**src/rtl/fib_seq_ctrl.sv**
```systemverilog
// fib_seq_ctrl -- sequencing controller for the Fibonacci datapath.
//
// The datapath has two registered words A/B and an adder between them. On an
// accepted start this block loads the pair (A=0, B=1) for one cycle, then
// issues exactly n add steps (A<=B, B<=A+B), so A ends up holding F(n). If the
// adder's carry-out rises during a step, the run is aborted and flagged. The
// block holds no data bits. The datapath acts on init/add_en at the same clock
// edge that samples them.
//
// Ports
//   clk        in   system clock, rising edge
//   CLR        in   asynchronous active-high reset
//   start      in   run request, level-sensitive, sampled only in IDLE
//   n          in   Fibonacci index, captured with an accepted start
//   ovf_in     in   adder carry-out, meaningful while add_en=1
//   busy       out  high in INIT and RUN
//   init       out  datapath load A=0/B=1 (INIT state)
//   add_en     out  datapath step enable (RUN state)
//   iter       out  add steps completed in the current run
//   done       out  one-cycle completion pulse (DONE state)
//   result_ok  out  A holds a valid F(n); held until the next accepted start
//   overflow   out  sticky abort flag; cleared by the next accepted start
//   err        out  one-cycle pulse: start rejected because n > MAX_N
module fib_seq_ctrl #(
  parameter int NW    = 5,
  parameter int MAX_N = 24
) (
  input  logic          clk,
  input  logic          CLR,
  input  logic          start,
  input  logic [NW-1:0] n,
  input  logic          ovf_in,
  output logic          busy,
  output logic          init,
  output logic          add_en,
  output logic [NW-1:0] iter,
  output logic          done,
  output logic          result_ok,
  output logic          overflow,
  output logic          err
);

  typedef enum logic [1:0] {S_IDLE, S_INIT, S_RUN, S_DONE} state_t;

  // MAX_N fits in NW bits. The extra bit keeps the compare unsigned.
  localparam logic [NW:0] MAX_W = MAX_N[NW:0];

  state_t        state, state_nx;
  logic [NW-1:0] n_reg, cnt;
  logic          in_range, accept, reject, last_step;

  assign in_range  = {1'b0, n} <= MAX_W;
  assign accept    = (state == S_IDLE) && start && in_range;
  assign reject    = (state == S_IDLE) && start && !in_range;
  // cnt < n_reg <= MAX_N < 2^NW, so this increment cannot wrap.
  assign last_step = (cnt + 1'b1) == n_reg;

  // State register
  always_ff @(posedge clk or posedge CLR) begin
    if (CLR) state <= S_IDLE;
    else     state <= state_nx;
  end

  // Next-state logic
  always_comb begin
    state_nx = state;
    case (state)
      S_IDLE: if (accept) state_nx = S_INIT;
      S_INIT: state_nx = (n_reg == '0) ? S_DONE : S_RUN;
      // A carry voids the step and ends the run at once.
      S_RUN:  if (ovf_in || last_step) state_nx = S_DONE;
      S_DONE: state_nx = S_IDLE;
      default: state_nx = S_IDLE;
    endcase
  end

  // Moore outputs decoded from the state register. They drop as soon as CLR
  // clears the state.
  always_comb begin
    init   = 1'b0;
    add_en = 1'b0;
    done   = 1'b0;
    case (state)
      S_INIT: init   = 1'b1;
      S_RUN:  add_en = 1'b1;
      S_DONE: done   = 1'b1;
      default: ;
    endcase
  end

  assign busy = init | add_en;
  assign iter = cnt;

  // Run bookkeeping: captured index, step counter, and status flags
  always_ff @(posedge clk or posedge CLR) begin
    if (CLR) begin
      n_reg     <= '0;
      cnt       <= '0;
      result_ok <= 1'b0;
      overflow  <= 1'b0;
      err       <= 1'b0;
    end else begin
      err <= reject;
      if (accept) begin
        n_reg     <= n;
        result_ok <= 1'b0;
        overflow  <= 1'b0;
      end
      case (state)
        S_INIT: cnt <= '0;
        S_RUN: begin
          if (ovf_in) overflow <= 1'b1;
          else        cnt      <= cnt + 1'b1;
        end
        S_DONE: result_ok <= ~overflow;
        default: ;
      endcase
    end
  end

endmodule
```
**config.mk**
```make
export PLATFORM = sky130hd
export DESIGN_NAME = fib_seq_ctrl
export DESIGN_NICKNAME = d
export VERILOG_FILES = /design/src/rtl/fib_seq_ctrl.sv
export SDC_FILE = /design/constraint.sdc
export NUM_CORES = 1
export LEC_CHECK = 0
export CORE_ASPECT_RATIO = 1.1
export CORE_MARGIN = 5
export CORE_UTILIZATION = 48
export CTS_CLUSTER_DIAMETER = 100
export DETAILED_ROUTE_END_ITERATION = 8
export GPL_ROUTABILITY_DRIVEN = 0
export PLACE_DENSITY = 0.81
export SYNTH_ARGS = -nofsm -noshare
export SYNTH_HDL_FRONTEND = slang
export SYNTH_SLANG_ARGS = --single-unit
```
**constraint.sdc**
```tcl
create_clock -name clk -period 2.3 [get_ports clk]
set_clock_uncertainty 0.05 [all_clocks]
set_input_delay 0.46 -clock clk [delete_from_list [all_inputs] [get_ports clk]]
set_output_delay 0.46 -clock clk [all_outputs]
set_load 0.03 [all_outputs]
```
-- Yosys cells after proc, flatten, opt, wreduce, memory -nomap -nowiden
Index checks and enable logic that the tools add are counted.
- bitwise operators: 2
- eq/ne operators: 7
- reductions and logical operators: 11
- magnitude comparators: 1
- add/subtract/negate cells: 1
- multiplexer cells: 14
- operator list (kind ; number):
    $pmux W5 S2 ; 1
    $mux W1 ; 9
    $pmux W2 S4 ; 1
    $ne A2 B2 Y1 const B ; 3
    $add A5 B1 Y5 const B ; 1
    $eq A5 B5 Y1 ; 1
    $le A5 B5 Y1 const B ; 1
    $logic_not A5 Y1 ; 1
    $mux W5 ; 1
    $eq A2 B2 Y1 const B ; 2
    $mux W2 ; 2
    $reduce_and A2 Y1 ; 2
    $reduce_bool A2 Y1 ; 2
    $logic_and A1 B1 Y1 ; 3
    $eq A2 B1 Y1 const B ; 1
    $logic_not A2 Y1 ; 1
    $logic_not A1 Y1 ; 1
    $logic_or A1 B1 Y1 ; 1
    $not A1 Y1 ; 1
    $or A1 B1 Y1 ; 1
- logic and storage cells: 42
- bits of input ports: 9
- output and inout port bits: 12
- register bits: 15

-- Logic depth before layout (Yosys ltp)
Gate-level depths: netlist of the first run.
- depth after elaboration: 6
- gate-level depth with buffers: 7
- gate-level depth less buffers: 6

-- Worst setup path before layout of the first run
OpenSTA, ideal clock, no wires.
- path kind: reg2reg
- from: register cnt[0] (netlist: iter[0])
- to: register state[1]
- path buffers: 1
- library setup time: 0.128 ns
- cell stages (with the launch flop): 8
- required time: 2.122 ns
- clock period less this slack: 2.200 ns
- arrival time: 2.022 ns
- setup slack: 0.100 ns
- cells stage by stage: dfrtp_1 > ha_1 > buf_6 > o21ba_1 > a221oi_2 > o2111ai_2 > a21oi_2 > mux2_1
- word-level cells in the longest chain between the ends: 5
- ends and longest elaborated chain (element ; line ; text):
    start, declared ; 49 ; logic [NW-1:0] n_reg, cnt;
    start signal, assigned ; 113 ; else cnt <= cnt + 1'b1;
    $add A5 B1 Y5 ; 56 ; assign last_step = (cnt + 1'b1) == n_reg;
    $eq A5 B5 Y1 ; 56 ;
    $logic_or A1 B1 Y1 ; 71 ; S_RUN: if (ovf_in || last_step) state_nx = S_DONE;
    $ne A2 B2 Y1 (no line) ; - ;
    $reduce_and A2 Y1 (no line) ; - ;
    end signal, assigned ; 61 ; else state <= state_nx;
    end, declared ; 48 ; state_t state, state_nx;
No other way between the ends.
A chain may end at the register's enable or synchronous reset.

-- Final worst setup path of the first run
- from: register state[1]
- to: output port done
- word-level cells in the longest chain between the ends: 2
- ends and longest elaborated chain (element ; line ; text):
    $eq A2 B2 Y1 ; 83 ; case (state)
    $mux W1 ; 83 ;
    end, declared ; 37 ; output logic done,
No other way between the ends.

==> flow_summary.yaml, run 1 <==
placement:
  port_buffers: 20
  place_ws_ps: -2.61
  dpl.hpwl_microns: 1470
  placed_cells: 124
clock_network:
  cts-hold-fix-buffers: 0
  cts_root_buffer: "clkbuf_4"
  clkSinkCount: 15
  cts_max_level: 1
  path_clk_slew_ps: 90
  clk_latency_ps: 290
  clk_path_buf_depth: 2
  cts_made_buffers: 3
  cts_tree: "built"
timing:
  rsz0062_at_grt: "no"
  fin_crit_ps: 2140
  setup_slack_ps: 161
  hold_viol: 0
  finalSetupViolations: 0
  achievable-frequency_mhz: 467
  slew_violations: 0
  worstMarginPinSlew_ps: 597
  post-route-period-util_pct: 93.0
  slew_headroom_pct: 59.7
  fin_tns_setup_ps: 0
yosys:
  syn_inst: 83
  ys_types: 34
  syn-num-nets: 98
  async_flop_share_pct: 100
  syn_area_sq_um: 880
  synth_edf_count: 0
  yosysSeqAreaShare_pct: 42.7
  synth.area.top_cells: "dfrtp_1, ha_1, xnor2_1"
  yosys_warnings: 0
  synth_most_common_cell: "dfrtp_1"
  synth_common_cells: "dfrtp_1, nand2_1, ha_1, inv_1, o21ai_0"
  synth_area_leader_cell: "dfrtp_1"
  synth_seq_cells: 15
  synth_flop_cell: "dfrtp_1"
  netlist.area_leader.share_pct: 42.7
  syn_area_per_cell_sq_um: 10.6
drt:
  drt_pass1_iterations: 4
  drc_errors: 0
  viasPerCell: 5.66
  vias: 724
  first_iter_violations: 3
  wire_per_inst_microns: 14.8
  wl_microns: 1890
  ant_nets: 0
grt:
  gr-total-overflow: 0
  grt_usage_pct: 15.5
  grt_start_max_net_pins: 16
  antenna_found_initial: 0
  grt_pass1_wl_microns: 3270
  grt_pass1_vias: 776
floorplan:
  fp-row-count: 16
  die_h_microns: 54.9
  ioPinCount: 21
  dieArea_sq_um: 2790
  die-width_microns: 50.8
  core_sq_um: 1760
  start_util_pct: 49.9
layout:
  drive_above_1_share_pct: 16.4
  final_core_util_pct: 65.3
  final_cell_count_no_fill: 128
  final_nets: 126
  area_growth_pct: 30.9
  fill_cells: 155
  num_antenna_cells: 0
setup_path:
  required_ps: 1790
  r2r_slack_ps: 190
  cp-end-kind: "primary output"
  worst_path_largest_cell_delay_ps: 680
  slowest_stage: "clkdlybuf4s50_1"
  r2r_end: "state[1]"
  cp-start-kind: "flip-flop"
  critical_path.max_fanout: 5
  r2r_start: "iter[1]"
  r2r_cells: 6
  startpoint: "state[1]"
  critPathArrivalTime_ps: 1630
  path_class: "reg -> out"
  endpoint: "done"
  crit_path_cell_trace: "ha_1 -> clkdlybuf4s50_1"
status:
  run_status: "finished, final reports clean"
power:
  cellPowerDensity_nw_per_um2: 1340
  peakVddDrop_v: 0.000876
  p_total_mw: 1.54
  power.leakage_nw: 0.527
min_path:
  hold_path_class: "in -> async"
job:
  drv_cap: 0
## metal layers
metal  part of all wire, %  GRT usage [%]
met5                     0              0
met4                   1.1           7.66
met3                   3.3           2.68
met2                    53           27.1
met1                    43           18.4
## how the worst min path moves through the flow
stage            start        to  cells past startpoint
2_1_floorplan      CLR       err                      1
3_3_place_gp   iter[4]   iter[4]                      1
3_5_place_dp   iter[4]   iter[4]                      1
4_1_cts            CLR   iter[4]                      2
5_1_grt            CLR  n_reg[2]                      2
6_report           CLR   iter[4]                      2
## cells by family after synthesis
kind of cell / Yosys count / share of synthesized area (%)
flops: 15 / 42.7
xor+xnor: 6 / 5.97
mux: 4 / 5.12
fa+ha+maj: 6 / 8.53
compound gates: 23 / 20.9
simple gates: 20 / 11.1
buf+inv: 9 / 5.69
## critical path: cells and delay by family (launching register included)
kind	cells	cell delay, ps
adder cells (fa/ha/maj)	1	220
buffers and inverters	1	680
flip-flops	1	440
## power breakdown
part | switching [mW] | leakage (nW) | internal, mW | total, mW
Clock | 0.0910 | 0.0177 | 0.0647 | 0.156
Sequential | 0.109 | 0.187 | 0.366 | 0.475
Combinational | 0.493 | 0.322 | 0.420 | 0.913
## per-stage QoR
| step | hold slack (ps) | cell area (sq um) |
|---|---|---|
| after floorplan | 311 | 880 |
| after global placement | 466 | 1120 |
| after detailed placement | 479 | 1120 |
| after CTS | 483 | 1150 |
| after global routing | 513 | 1150 |
| final | 462 | 1150 |
## repair_timing
action                                  4_1_cts  5_1_grt
buffers inserted                              0        0
resized for setup                             1        2
endpoints found under the setup margin        1        2
## cells in the final DEF, fill, tap and decap left out, drive strengths merged, types with 2 or more instances in the layout
cell           Yosys  final
clkdlybuf4s50      0     17
dlymetal6s2s       0      2
buf                3      6
xnor2              4      4
ha                 6      6
inv                6      6
clkbuf             0      3
nand3              2      2
a31oi              3      3
a21oi              2      2
nand2              7      7
dfrtp             15     15
nor2               4      4
nor2b              2      2
xor2               2      2
o21ai              6      6
mux2               4      4
## cell type report
cell class	instances	area [sq um]	area share, %
clock buffers	3	22.5	1.96
clock inverters	1	5.00	0.435
inverters	6	22.5	1.96
multi-input cells	59	454	39.5
flip-flops and latches	15	375	32.6
well taps	18	22.5	1.96
repair buffers	26	249	21.6
(Power assumes the default switching activity.)
==> run 2: changes to the inputs <==
--- a/config.mk
+++ b/config.mk
@@ -5,6 +5,7 @@
 export SDC_FILE = /design/constraint.sdc
 export NUM_CORES = 1
 export LEC_CHECK = 0
+export CAP_MARGIN = 20
 export CORE_ASPECT_RATIO = 1.1
 export CORE_MARGIN = 5
 export CORE_UTILIZATION = 48
==> constraint.sdc (replaced) <==
create_clock -name clk -period 2.2 [get_ports clk]
set_clock_uncertainty 0.05 [all_clocks]
set_input_delay 0.44 -clock clk [delete_from_list [all_inputs] [get_ports clk]]
set_output_delay 0.44 -clock clk [all_outputs]
set_load 0.03 [all_outputs]
==> run 2 against run 1 <==
Compared with the run above: critical path depth unchanged; register-to-register slack worse by 50 ps; sequential cell count unchanged; hold slack got worse by 22 ps; routed wire length rose by 2.6%; non-clock buffer count did not move; final area down 0.22%; clock power rose by 6%; largest cell class unchanged; first-iteration DRC count grew to 7.0 times the previous value; sequential share of layout area rose by 0.071 points.
==> flow_summary.yaml, run 2 (same netlist as run 1, synthesis figures left out) <==
clock_network:
  path_clk_slew_ps: 100
  clk_path_buf_depth: 2
  cts-hold-fix-buffers: 0
  cts_max_level: 1
  post_cts_buffers: 0
  clkSinkCount: 15
  cts_made_buffers: 3
  clk_latency_ps: 290
  cts_tree: "built"
  cts_root_buffer: "clkbuf_4"
min_path:
  hold_path_class: "in -> async"
setup_path:
  path_class: "reg -> out"
  startpoint: "state[1]"
  cp-start-kind: "flip-flop"
  required_ps: 1710
  cp-end-kind: "primary output"
  r2r_slack_ps: 140
  r2r_cells: 6
  r2r_end: "state[1]"
  critPathArrivalTime_ps: 1610
  critical_path.max_fanout: 5
  r2r_start: "iter[1]"
drt:
  drc_errors: 0
  ant_nets: 0
  wire_per_inst_microns: 15.2
  wl_microns: 1940
  viasPerCell: 5.61
  first_iter_violations: 21
  vias: 718
  drt_pass1_iterations: 4
grt:
  grt_start_max_net_pins: 16
  grt_pass1_vias: 749
  gr-total-overflow: 0
  grt_pass1_wl_microns: 3260
  antenna_found_initial: 0
  grt_usage_pct: 15.4
placement:
  dpl.hpwl_microns: 1470
  postPlaceCellArea_sq_um: 1120
  placed_cells: 124
  port_buffers: 20
timing:
  slew_violations: 0
  post-route-period-util_pct: 95.6
  slew_headroom_pct: 63.5
  fin_tns_setup_ps: 0
  worstMarginPinSlew_ps: 547
  holdWs_ps: 440
  fin_crit_ps: 2100
  hold_viol: 0
  achievable-frequency_mhz: 475
  finalSetupViolations: 0
  rsz0062_at_grt: "no"
power:
  peakVddDrop_v: 0.000805
  power.leakage_nw: 0.498
  cellPowerDensity_nw_per_um2: 1400
  p_total_mw: 1.61
layout:
  area_growth_pct: 30.6
  final_nets: 126
  num_antenna_cells: 0
  final_cell_count_no_fill: 128
  final_common_cell: "clkdlybuf4s50_1"
  fill_cells: 144
  drive_above_1_share_pct: 17.3
  final_cell_mix: "clkdlybuf4s50_1, dfrtp_1, nand2_1"
  final_cell_area_sq_um: 1150
floorplan:
  dieArea_sq_um: 2790
  core_sq_um: 1760
  fp-row-count: 16
  start_util_pct: 49.9
  die_h_microns: 54.9
  ioPinCount: 21
  die-width_microns: 50.8
status:
  run_status: "finished, final reports clean"
job:
  drv_cap: 0
==> run 2: changes by cell type in the layout (fill, tap and decap cells not counted), sizes merged <==
cell	previous run	this run
clkinv	1	0
clkinvlp	0	1
dlygate4sd2	1	3
dlymetal6s2s	2	0
==> run 2: per-stage QoR <==
step / setup slack [ps] / util [%]
after floorplan: 0.424 / -
after global placement: -17.6 / 63.6
after detailed placement: -41.2 / 63.6
after CTS: 68.0 / 65.1
after global routing: 26.5 / 65.2
final: 96.5 / 65.2
==> run 2: cell type report <==
cell class	count	area [sq um]	area share (%)
multi-input cells	59	457	39.8
flip-flops and latches	15	375	32.7
repair buffers	26	241	21.0
clock buffers	3	22.5	1.96
inverters	6	22.5	1.96
well taps	18	22.5	1.96
clock inverters	1	7.51	0.654
==> run 2: metal layers <==
layer	GRT usage [%]	wire, microns	vias to the layer above
met2	29.3	1040	17
met4	5.11	31	0
met3	3.22	87	5
met1	17.1	786	344
met5	0	0	-
li1	-	-	352
==> run 2: repair_timing <==
action                                  in CTS  in global routing
endpoints found under the setup margin       3                  1
pin swaps                                    0                  0
gates resized for setup                      3                  1
==> run 2: power by group <==
group / total, mW / leakage, nW / switching [mW] / internal [mW]
sequential: 0.495 / 0.187 / 0.111 / 0.383
combinational: 0.950 / 0.297 / 0.522 / 0.428
clock: 0.166 / 0.0139 / 0.0971 / 0.0692
total: 1.61 / 0.498 / 0.730 / 0.880
==> run 2: how the worst max path moves through the flow <==
stage / end / slack (ps) / depth (start not counted)
global placement: n_reg[2] / -20 / 5
global route: state[1] / 30 / 6
floorplan: state[1] / 0.4 / 7
finish: done / 100 / 2
CTS: state[1] / 70 / 6
detailed placement: n_reg[1] / -40 / 5
==> run 2: critical path, stage by stage, from the launching register on <==
cell	delay, ps
dfrtp_1	420
ha_1	220
clkdlybuf4s50_1	680
